### src/rtl/reset_sequencer_pkg.sv
// Shared types and sizing helpers for the ordered reset sequencer.
package reset_sequencer_pkg;

  typedef enum logic [1:0] {
    ASSERT     = 2'd0,
    WAIT_READY = 2'd1,
    HOLD       = 2'd2,
    DONE       = 2'd3
  } state_e;

  // Counter width that can hold 0 .. max(a, b)-1, never narrower than one bit.
  function automatic int unsigned CNT_W(input int unsigned a, input int unsigned b);
    int unsigned m;
    m = (a > b) ? a : b;
    return (m < 2) ? 1 : $clog2(m);
  endfunction

endpackage

### src/rtl/reset_sequencer_if.sv
// Control/status bundle between the reset sequencer and the domains it releases.
interface reset_sequencer_if #(
  parameter int unsigned DOMAINS = 4
) ();

  logic               soft_req;
  logic [DOMAINS-1:0] ready;
  logic [DOMAINS-1:0] sreset;
  logic               done;

  modport master (
    input  soft_req,
    input  ready,
    output sreset,
    output done
  );

  modport slave (
    output soft_req,
    output ready,
    input  sreset,
    input  done
  );

endinterface

### src/rtl/areset_synchronizer.sv
// Reset synchroniser: asynchronous assert, (1+EXTRA_STAGES)-cycle synchronous deassert.
module areset_synchronizer #(
  parameter bit          ACTIVE_LEVEL = 1'b0,
  parameter int unsigned EXTRA_STAGES = 1
) (
  input  logic clk,
  input  logic arst_i,
  output logic rst_n_o
);

  localparam int unsigned STAGES = EXTRA_STAGES + 1;

  logic              arst_n;
  logic [STAGES-1:0] sync_q;

  assign arst_n = arst_i ^ ACTIVE_LEVEL;

  // Shift ones in once the raw reset is inactive; any assertion clears the chain at once.
  always_ff @(posedge clk or negedge arst_n) begin
    if (!arst_n) begin
      sync_q <= '0;
    end else begin
      sync_q <= (sync_q << 1) | STAGES'(1);
    end
  end

  assign rst_n_o = sync_q[STAGES-1];

endmodule

### src/rtl/reset_sequencer.sv
// Releases per-domain synchronous resets in order, gated by each predecessor's ready and a hold time.
module reset_sequencer
  import reset_sequencer_pkg::*;
#(
  parameter int unsigned DOMAINS     = 4,
  parameter int unsigned MIN_ASSERT  = 8,
  parameter int unsigned HOLD_CYCLES = 16
) (
  input  logic              clk,
  input  logic              areset_n,
  reset_sequencer_if.master bus
);

  localparam int unsigned CW = CNT_W(MIN_ASSERT, HOLD_CYCLES);
  localparam int unsigned IW = (DOMAINS < 2) ? 1 : $clog2(DOMAINS);

  logic               rst_n;
  state_e             state_q, state_d;
  logic [CW-1:0]      cnt_q, cnt_d;
  logic [IW-1:0]      idx_q, idx_d;
  logic [DOMAINS-1:0] sreset_q, sreset_d;
  logic               done_q, done_d;
  logic               ready_sel_c;

  areset_synchronizer #(
    .ACTIVE_LEVEL (1'b0),
    .EXTRA_STAGES (1)
  ) u_sync (
    .clk     (clk),
    .arst_i  (areset_n),
    .rst_n_o (rst_n)
  );

  assign ready_sel_c = |(bus.ready & (DOMAINS'(1) << idx_q));

  always_ff @(posedge clk or negedge rst_n) begin
    if (!rst_n) begin
      state_q  <= ASSERT;
      cnt_q    <= '0;
      idx_q    <= '0;
      sreset_q <= '1;
      done_q   <= 1'b0;
    end else begin
      state_q  <= state_d;
      cnt_q    <= cnt_d;
      idx_q    <= idx_d;
      sreset_q <= sreset_d;
      done_q   <= done_d;
    end
  end

  // Releases shift a zero in from bit 0, so released domains are always a low-order run.
  always_comb begin
    state_d  = state_q;
    cnt_d    = cnt_q;
    idx_d    = idx_q;
    sreset_d = sreset_q;
    done_d   = done_q;

    if (bus.soft_req) begin
      state_d  = ASSERT;
      cnt_d    = '0;
      idx_d    = '0;
      sreset_d = '1;
      done_d   = 1'b0;
    end else begin
      unique case (state_q)
        ASSERT: begin
          if (cnt_q == CW'(MIN_ASSERT - 1)) begin
            state_d  = WAIT_READY;
            cnt_d    = '0;
            sreset_d = sreset_q << 1;
          end else begin
            cnt_d = cnt_q + CW'(1);
          end
        end
        WAIT_READY: begin
          if (ready_sel_c) begin
            if (idx_q == IW'(DOMAINS - 1)) begin
              state_d = DONE;
              done_d  = 1'b1;
            end else begin
              state_d = HOLD;
              cnt_d   = '0;
            end
          end
        end
        HOLD: begin
          if (cnt_q == CW'(HOLD_CYCLES - 1)) begin
            state_d  = WAIT_READY;
            cnt_d    = '0;
            idx_d    = idx_q + IW'(1);
            sreset_d = sreset_q << 1;
          end else begin
            cnt_d = cnt_q + CW'(1);
          end
        end
        DONE: begin
          state_d = DONE;
        end
        default: begin
          state_d = ASSERT;
        end
      endcase
    end
  end

  assign bus.sreset = sreset_q;
  assign bus.done   = done_q;

endmodule

### src/flat_wrapper.sv
// flat-port wrapper written by rule: the top's interface ports become plain ports
module reset_sequencer_flat import reset_sequencer_pkg::*;
#(
  parameter int unsigned DOMAINS     = 4,
  parameter int unsigned MIN_ASSERT  = 8,
  parameter int unsigned HOLD_CYCLES = 16
)
  (clk, areset_n, bus_soft_req, bus_ready, bus_sreset, bus_done);
  reset_sequencer_if #(.DOMAINS(DOMAINS)) bus_i ();
  input  logic clk;
  input  logic areset_n;
  input wire logic [$bits(bus_i.soft_req)-1:0] bus_soft_req;
  input wire logic [$bits(bus_i.ready)-1:0] bus_ready;
  output wire logic [$bits(bus_i.sreset)-1:0] bus_sreset;
  output wire logic [$bits(bus_i.done)-1:0] bus_done;
  assign bus_i.soft_req = bus_soft_req;
  assign bus_i.ready = bus_ready;
  assign bus_sreset = bus_i.sreset;
  assign bus_done = bus_i.done;
  reset_sequencer #(.DOMAINS(DOMAINS), .MIN_ASSERT(MIN_ASSERT), .HOLD_CYCLES(HOLD_CYCLES)) u_core (.clk(clk), .areset_n(areset_n), .bus(bus_i));
endmodule
### config.mk
export PLATFORM = sky130hd
export DESIGN_NAME = reset_sequencer_flat
export DESIGN_NICKNAME = d
export VERILOG_FILES = /design/src/rtl/reset_sequencer_pkg.sv /design/src/rtl/reset_sequencer_if.sv /design/src/rtl/areset_synchronizer.sv /design/src/rtl/reset_sequencer.sv /design/src/flat_wrapper.sv
export SDC_FILE = /design/constraint.sdc
export NUM_CORES = 1
export LEC_CHECK = 0
export CORE_UTILIZATION = 55
export CTS_BUF_LIST = sky130_fd_sc_hd__clkbuf_4
export DETAILED_ROUTE_END_ITERATION = 8
export PLACE_DENSITY = 0.87
export SLEW_MARGIN = 40
export SYNTH_ARGS = -nofsm -noshare
export SYNTH_HDL_FRONTEND = slang
export SYNTH_HIERARCHICAL = 1
export SYNTH_SLANG_ARGS = --single-unit
### constraint.sdc
create_clock -name clk -period 0.8 [get_ports clk]
set_input_delay 0.16 -clock clk [delete_from_list [all_inputs] [get_ports clk]]
set_output_delay 0.16 -clock clk [all_outputs]
set_load 0.02 [all_outputs]
==> flow_metrics.env, run 1 <==
export IMPL_cp_data_arrival_time_ps=2030
export IMPL_grt_pass1_vias=973
export IMPL_final_cell_mix="buf_4 (33), dfrtp_1 (9), buf_6 (8), nand2_1 (8), nor2_1 (8)"
export IMPL_synth_edff_count=0
export IMPL_rows=14
export IMPL_viasPerCell=6.46
export IMPL_clock_path_buffers=2
export IMPL_period_needed_ps=1850
export IMPL_cp_end_kind="flop"
export IMPL_p_leak_nw=0.682
export IMPL_critPathKind="reg2reg"
export IMPL_cp_num_buf_inv=3
export IMPL_fin_crit_sh=2.31
export IMPL_violations="DRC, setup timing"
export IMPL_slowest_delay_ps=430
export IMPL_overflow=0
export IMPL_synthTopCellsByArea="dfrtp_1 (29%), ha_1 (12%), dfstp_2 (11%), mux2i_1 (4.2%), mux2_4 (3.2%)"
export IMPL_place_ws_ps=-936
export IMPL_antenna_found_initial=0
export IMPL_cts_max_level=1
export IMPL_wl_um=3530
export IMPL_cts_root_buf="clkbuf_4"
export IMPL_final_area_um2=1490
export IMPL_path_clk_slew_ps=90
export IMPL_setup_viol=18
export IMPL_crit_family="compound AO/OA/AOI/OAI gates"
export IMPL_drtAntennaViolNets=0
export IMPL_skew_ps=3.46
export IMPL_yosysTopAreaCell="dfrtp_1"
export IMPL_power_total_mw=3.83
export IMPL_cp_max_fo=3
export IMPL_fin_util=0.958
export IMPL_remaining_drc_errors=2
export IMPL_firstDrtPassIters=6
export IMPL_die_area_um2=1900
export IMPL_numPortBuffers=11
export IMPL_ys_warn_count=6
export IMPL_boundaryPins=12
export IMPL_seq_area_frac_synth=0.401
export IMPL_layout_nets=156
export IMPL_final_common_cell="buf_4"
export IMPL_die_h_um=43.6
export IMPL_synth_avg_cell_area_um2=10.6
export IMPL_synthArstFlopShare=1.00
export IMPL_syn_inst=90
export IMPL_path_cells="inv_2, ha_4, a222oi_1, buf_4, buf_6, nand2b_4, a31oi_1, nor2_1"
export IMPL_groute_usage_overall=0.351
export IMPL_timing_final_ws_setup_ps=-1050
export IMPL_cts_sinks=15
export IMPL_grt_setup_unrepaired="true"
export IMPL_diodes=0
export IMPL_maxCapViolCount=0
export IMPL_die_x_um=43.6
export IMPL_ir_worst_vdd_uv=1930
export IMPL_place_area_um2=1250
export IMPL_area_growth_pct=57.3
export IMPL_clkLatencyLatePin_ps=280
export IMPL_yosysUniqueCellTypes=38
export IMPL_hold_viol_final=0
export IMPL_cp_required_ps=970
export IMPL_numCtsBuffers=3
export IMPL_drt_first_iter_violations=61
export IMPL_core_area_um2=1560
export IMPL_holdWs_ps=29.6
export IMPL_synthesis_area_um2=950
export IMPL_grt_max_degree=14
export IMPL_cellPowerDensity_nw_per_um2=2570
export IMPL_tritoncts="yes"
export IMPL_initial_core_util=0.609
export IMPL_synthFlopType="dfrtp_1"
export IMPL_hold_class="in2async"
export IMPL_grt_pass1_wl_um=4590
export IMPL_place_congestion=0.876
export IMPL_syn_num_nets=106
export IMPL_start_kind="flop"
export IMPL_synthDominantCellAreaShare=0.290
export IMPL_slowest_stage="dfrtp_1"
export IMPL_dp_hpwl_um=1610
export IMPL_ys_ff_latch=15
export IMPL_layout_drive_gt1_share=0.547
export IMPL_slew_viol_final=0
export IMPL_wl_per_cell_um=22.8
export IMPL_outcome="finished, violations left"
export IMPL_fmax_ghz=0.540
export IMPL_vias=1002
-- layout make-up --
cell class | count | area [µm²]
repair buffers | 48 | 418
inverters | 6 | 27.5
multi-input cells | 66 | 616
fillers | 36 | 65.1
well taps | 16 | 20.0
clock buffers | 4 | 30.0
flip-flops and latches | 15 | 383
-- final timing paths --
kind                            cells after the start  slack [ps]                     from                 endpoint
worst max register to register                      8       -1050          u_core/idx_q[0]          u_core/bus.done
min in group clk                                    0         370  u_core/u_sync/sync_q[0]  u_core/u_sync/sync_q[1]
worst min-delay path                                1          30                 areset_n  u_core/u_sync/sync_q[0]
worst max-delay path                                8       -1050          u_core/idx_q[0]          u_core/bus.done
worst min register to register                      1         180  u_core/u_sync/sync_q[1]          u_core/idx_q[1]
max in group asynchronous                           1         380  u_core/u_sync/sync_q[1]     u_core/bus.sreset[1]
-- registers in the layout, indices dropped and copies added, names as in the netlist --
| register | cells |
|---|---|
| u_core/bus.done | 1 |
| u_core/bus.sreset | 4 |
| u_core/cnt_q | 4 |
| u_core/idx_q | 2 |
| u_core/state_q | 2 |
| u_core/u_sync/sync_q | 2 |
-- power breakdown --
part	total (mW)	internal, mW	switching (mW)
clock	0.481	0.227	0.254
combinational	2.36	1.29	1.07
sequential	0.998	0.864	0.134
-- per-layer routing --
layer / vias to the layer above / wire, µm / GRT usage
met5: - / 0 / 0
li1: 418 / - / -
met2: 81 / 1720 / 0.597
met4: 0 / 285 / 0.188
met1: 465 / 1240 / 0.410
met3: 38 / 288 / 0.0750
-- cells in the mapped netlist, types with 2 or more instances --
cell	number
a31oi_1	2
buf_6	2
dfrtp_1	11
dfstp_2	4
ha_1	9
inv_1	5
mux2_4	2
mux2i_1	4
nand2_1	8
nand3_1	2
nand3b_1	2
nor2_1	8
o21ai_0	5
xnor2_1	2
-- what timing repair did --
item / in CTS / in global routing
hold buffers: 0 / 0
gates resized for setup: 46 / 8
setup endpoints to repair: 18 / 18
buffers inserted: 9 / 5
gates cloned: 0 / 0
pin swaps: 7 / 10
-- through the flow --
stage | setup TNS [ps] | instances
6_report | -13250 | 155
5_1_grt | -14020 | 155
4_1_cts | -11450 | 150
3_5_place_dp | -13020 | 138
3_3_place_gp | -12410 | 138
2_1_floorplan | -8850 | 90
-- logic make-up after synthesis --
logic type	after synthesis	share of synthesized area
AO/OA/AOI/OAI	19	0.173
XOR/XNOR	2	0.0184
adder cells (fa/ha/maj)	9	0.119
buffers and inverters	9	0.0527
flip-flops	15	0.401
multiplexers	6	0.0738
other	1	0.00395
AND/OR/NAND/NOR	29	0.159
No activity file was read; power rests on OpenSTA's default activity.
==> run 2: changes to the inputs <==
Settings changed: PLACE_DENSITY 0.87 to 0.88, SYNTH_HIERARCHICAL 1 to default.
==> flow_metrics.env, run 2 <==
export IMPL_synth_avg_cell_area_um2=10.3
export IMPL_numPortBuffers=11
export IMPL_numCtsBuffers=3
export IMPL_ys_ff_latch=15
export IMPL_syn_num_nets=101
export IMPL_die_h_um=42.0
export IMPL_synth_edff_count=0
export IMPL_synthDominantCellAreaShare=0.313
export IMPL_die_x_um=42.0
export IMPL_seq_area_frac_synth=0.433
export IMPL_synth_common_cells="nor2_1 (13), dfrtp_1 (11), ha_1 (9)"
export IMPL_synthTopCellsByArea="dfrtp_1 (31%), ha_1 (13%), dfstp_2 (12%), mux2i_1 (6.8%), nor2_1 (5.6%)"
export IMPL_outcome="aborted with a tool error"
export IMPL_antenna_found_initial=0
export IMPL_synthFlopType="dfrtp_1"
export IMPL_boundaryPins=12
export IMPL_rows=14
export IMPL_tool_error="[ERROR DPL-0033] detailed placement checks failed during check placement."
export IMPL_yosysTopAreaCell="dfrtp_1"
export IMPL_clock_path_buffers=2
export IMPL_grt_max_degree=12
export IMPL_lastStage="global routing (5_1_grt)"
export IMPL_cts_max_level=1
export IMPL_cts_root_buf="clkbuf_4"
export IMPL_dp_hpwl_um=1600
export IMPL_synthArstFlopShare=1.00
export IMPL_syn_inst=85
export IMPL_initial_core_util=0.583
export IMPL_cts_sinks=15
export IMPL_yosysMostFrequentCell="nor2_1"
export IMPL_place_congestion=0.857
export IMPL_crit_endpoint="u_core.state_q[0]$_DFFE_PN0P_/D"
export IMPL_worst_ep_kind="register input"
export IMPL_ys_warn_count=0
export IMPL_ctsHoldBuffers=0
export IMPL_yosysUniqueCellTypes=30
export IMPL_synthesis_area_um2=878
-- run 2: cells by family after synthesis --
family	after synthesis	share of synthesized area
simple gates	31	0.179
buf+inv	6	0.0256
flops	15	0.433
fa+ha+maj	9	0.128
compound gates	16	0.151
mux	6	0.0684
other cells	1	0.00427
xor+xnor	1	0.00997
-- run 2: through the flow --
stage | TNS, ps | instance area [µm²] | instances | worst slack, ps
4_1_cts | -11150 | 1350 | 142 | -877
3_5_place_dp | -12390 | 1220 | 129 | -950
3_3_place_gp | -11390 | 1220 | 129 | -827
2_1_floorplan | -7780 | 946 | 85 | -776
-- run 2: timing repair --
item	4_1_cts
gates resized for setup	36
endpoints found under the hold margin	0
endpoints found under the setup margin	18
pin swaps	1
buffers inserted	9
==> run 3: changes to the inputs <==
Settings changed: CORE_AREA from default to 2 2 63 65, CORE_UTILIZATION 55 to default, CTS_BUF_LIST sky130_fd_sc_hd__clkbuf_4 to default, DIE_AREA from default to 0 0 65 67, PLACE_DENSITY 0.88 to default, PLACE_DENSITY_LB_ADDON from default to 0.15.
==> flow_metrics.env, run 3 <==
export IMPL_r2r_slack_ps=-870
export IMPL_p_sw_frac=0.344
export IMPL_drtAntennaViolNets=0
export IMPL_die_area_um2=4360
export IMPL_area_growth_pct=66.0
export IMPL_outcome="finished, violations left"
export IMPL_overflow=0
export IMPL_syn_inst=85
export IMPL_place_congestion=0.684
export IMPL_critPathKind="reg2reg"
export IMPL_cts_sinks=15
export IMPL_vias=770
export IMPL_diodes=0
export IMPL_path_clk_slew_ps=60
export IMPL_start_kind="flop"
export IMPL_ir_worst_vdd_uv=1280
export IMPL_p_leak_nw=0.618
export IMPL_place_area_um2=1260
export IMPL_skew_ps=1.25
export IMPL_grt_pass1_wl_um=3850
export IMPL_layout_drive_gt1_share=0.528
export IMPL_synthTopCellsByArea="dfrtp_1 (31%), ha_1 (13%), dfstp_2 (12%), mux2i_1 (6.8%), nor2_1 (5.6%)"
export IMPL_cp_required_ps=930
export IMPL_die_h_um=67
export IMPL_numPortBuffers=11
export IMPL_seq_area_frac_synth=0.433
export IMPL_core_area_um2=3610
export IMPL_cp_end_kind="flop"
export IMPL_intPower_mw=2.26
export IMPL_cts_root_buf="clkbuf_8"
export IMPL_fin_util=0.404
export IMPL_cp_data_arrival_time_ps=1800
export IMPL_clock_path_buffers=2
export IMPL_synth_avg_cell_area_um2=10.3
export IMPL_synth_common_cells="nor2_1 (13), dfrtp_1 (11), ha_1 (9)"
export IMPL_reg2reg_depth=5
export IMPL_p_seq_frac=0.277
export IMPL_cts_max_level=1
export IMPL_final_common_cell="buf_4"
export IMPL_syn_num_nets=101
export IMPL_hold_class="in2async"
export IMPL_fmax_ghz=0.600
export IMPL_r2r_end="u_core.state_q[0]"
export IMPL_dp_hpwl_um=1590
export IMPL_numCtsBuffers=3
export IMPL_ctsHoldBuffers=0
export IMPL_ys_warn_count=0
export IMPL_wl_um=2250
export IMPL_synthArstFlopShare=1.00
export IMPL_slew_viol_final=0
export IMPL_maxCapViolCount=0
export IMPL_initial_core_util=0.244
export IMPL_die_x_um=65
export IMPL_ys_ff_latch=15
export IMPL_switchingPower_mw=1.19
export IMPL_fillers=363
export IMPL_synthesis_area_um2=878
export IMPL_grt_pass1_vias=829
export IMPL_grt_max_degree=10
export IMPL_yosysUniqueCellTypes=30
export IMPL_yosysTopAreaCell="dfrtp_1"
export IMPL_wl_per_cell_um=13.0
export IMPL_synthFlopType="dfrtp_1"
export IMPL_final_area_um2=1460
export IMPL_power_total_mw=3.44
export IMPL_groute_usage_overall=0.117
export IMPL_drt_first_iter_violations=24
export IMPL_layout_nets=142
export IMPL_yosysMostFrequentCell="nor2_1"
export IMPL_violations="setup timing"
export IMPL_setup_viol=18
export IMPL_clkLatencyLatePin_ps=240
export IMPL_remaining_drc_errors=0
export IMPL_final_cell_mix="buf_4 (21), nor2_1 (12), dfrtp_1 (10)"
export IMPL_cellPowerDensity_nw_per_um2=2360
export IMPL_synth_edff_count=0
export IMPL_rows=22
export IMPL_combPwrFrac=0.552
export IMPL_antenna_found_initial=0
export IMPL_boundaryPins=12
export IMPL_pwr_share_clk=0.171
export IMPL_finalSetupTns_ps=-10490
export IMPL_viasPerCell=4.45
export IMPL_hold_viol_final=0
export IMPL_tritoncts="yes"
export IMPL_grt_setup_unrepaired="true"
export IMPL_cp_max_fo=4
export IMPL_fin_crit_sh=2.08
export IMPL_timing_final_ws_setup_ps=-867
export IMPL_period_needed_ps=1670
export IMPL_firstDrtPassIters=4
export IMPL_r2r_start="u_core.idx_q[1]"
export IMPL_synthDominantCellAreaShare=0.313
-- run 3: area by class of cell --
type / count / area [µm²] / share of cell area
multi-input cells: 65 / 633 / 0.434
well taps: 48 / 60.1 / 0.0412
flip-flops and latches: 15 / 382 / 0.262
repair buffers: 36 / 319 / 0.219
clock buffers: 4 / 45.0 / 0.0309
inverters: 5 / 18.8 / 0.0129
-- run 3: cell families (layout without fill, tap and decap cells) --
kind of cell	Yosys count	in the layout	synth area share
AND/OR/NAND/NOR	31	31	0.179
AO/OA/AOI/OAI	16	17	0.151
flip-flops	15	15	0.433
adder cells (fa/ha/maj)	9	9	0.128
multiplexers	6	6	0.0684
buffers and inverters	6	45	0.0256
other	1	1	0.00427
XOR/XNOR	1	1	0.00997
-- run 3: critical path: stages, from the launching register on --
cell	delay (ps)
dfrtp_2	440
inv_2	100
ha_2	190
a222oi_1	90
or4b_1	480
o221a_2	250
-- run 3: worst max path at each step --
stage / depth (start not counted) / startpoint / end
2_1_floorplan: 5 / u_core.idx_q[0] / u_core.state_q[0]
3_3_place_gp: 7 / u_core.state_q[0] / u_core.bus.sreset[2]
3_5_place_dp: 5 / u_core.idx_q[1] / u_core.state_q[0]
4_1_cts: 5 / u_core.idx_q[0] / u_core.state_q[0]
5_1_grt: 5 / u_core.idx_q[0] / u_core.state_q[0]
6_report: 5 / u_core.idx_q[1] / u_core.state_q[0]
-- run 3: stage by stage --
step           setup WS [ps]  instances  hold WS, ps
2_1_floorplan           -776         85         -136
3_3_place_gp            -849        163          296
3_5_place_dp            -899        163          308
4_1_cts                 -873        171         73.3
5_1_grt                 -954        173         69.2
6_report                -867        173         76.7
-- run 3: per-layer routing --
| layer | global-route usage | wire, µm |
|---|---|---|
| met5 | 0 | 0 |
| met4 | 0.0426 | 66 |
| met3 | 0.0490 | 121 |
| met2 | 0.196 | 1070 |
| met1 | 0.134 | 993 |
-- run 3: what timing repair did --
action | 4_1_cts | 5_1_grt
gates cloned | 1 | 0
pin swaps | 5 | 5
resized for setup | 41 | 9
setup endpoints to repair | 18 | 18
buffers inserted | 4 | 3
-- run 3: power groups by stage --
stage | sequential, mW | clock (mW) | combinational, mW
after floorplan | 1.02 | 0 | 0.844
after detailed placement | 0.973 | 0 | 1.47
after CTS | 0.956 | 0.614 | 1.78
after global routing | 0.971 | 0.658 | 2.06
final | 0.955 | 0.587 | 1.90
after global placement | 0.968 | 0 | 1.45
==> run 4: changes to the inputs <==
Settings changed: CAP_MARGIN from default to 10.
==> results of run 4 <==
Final layout, timing and power as in run 3 (identical DEF).
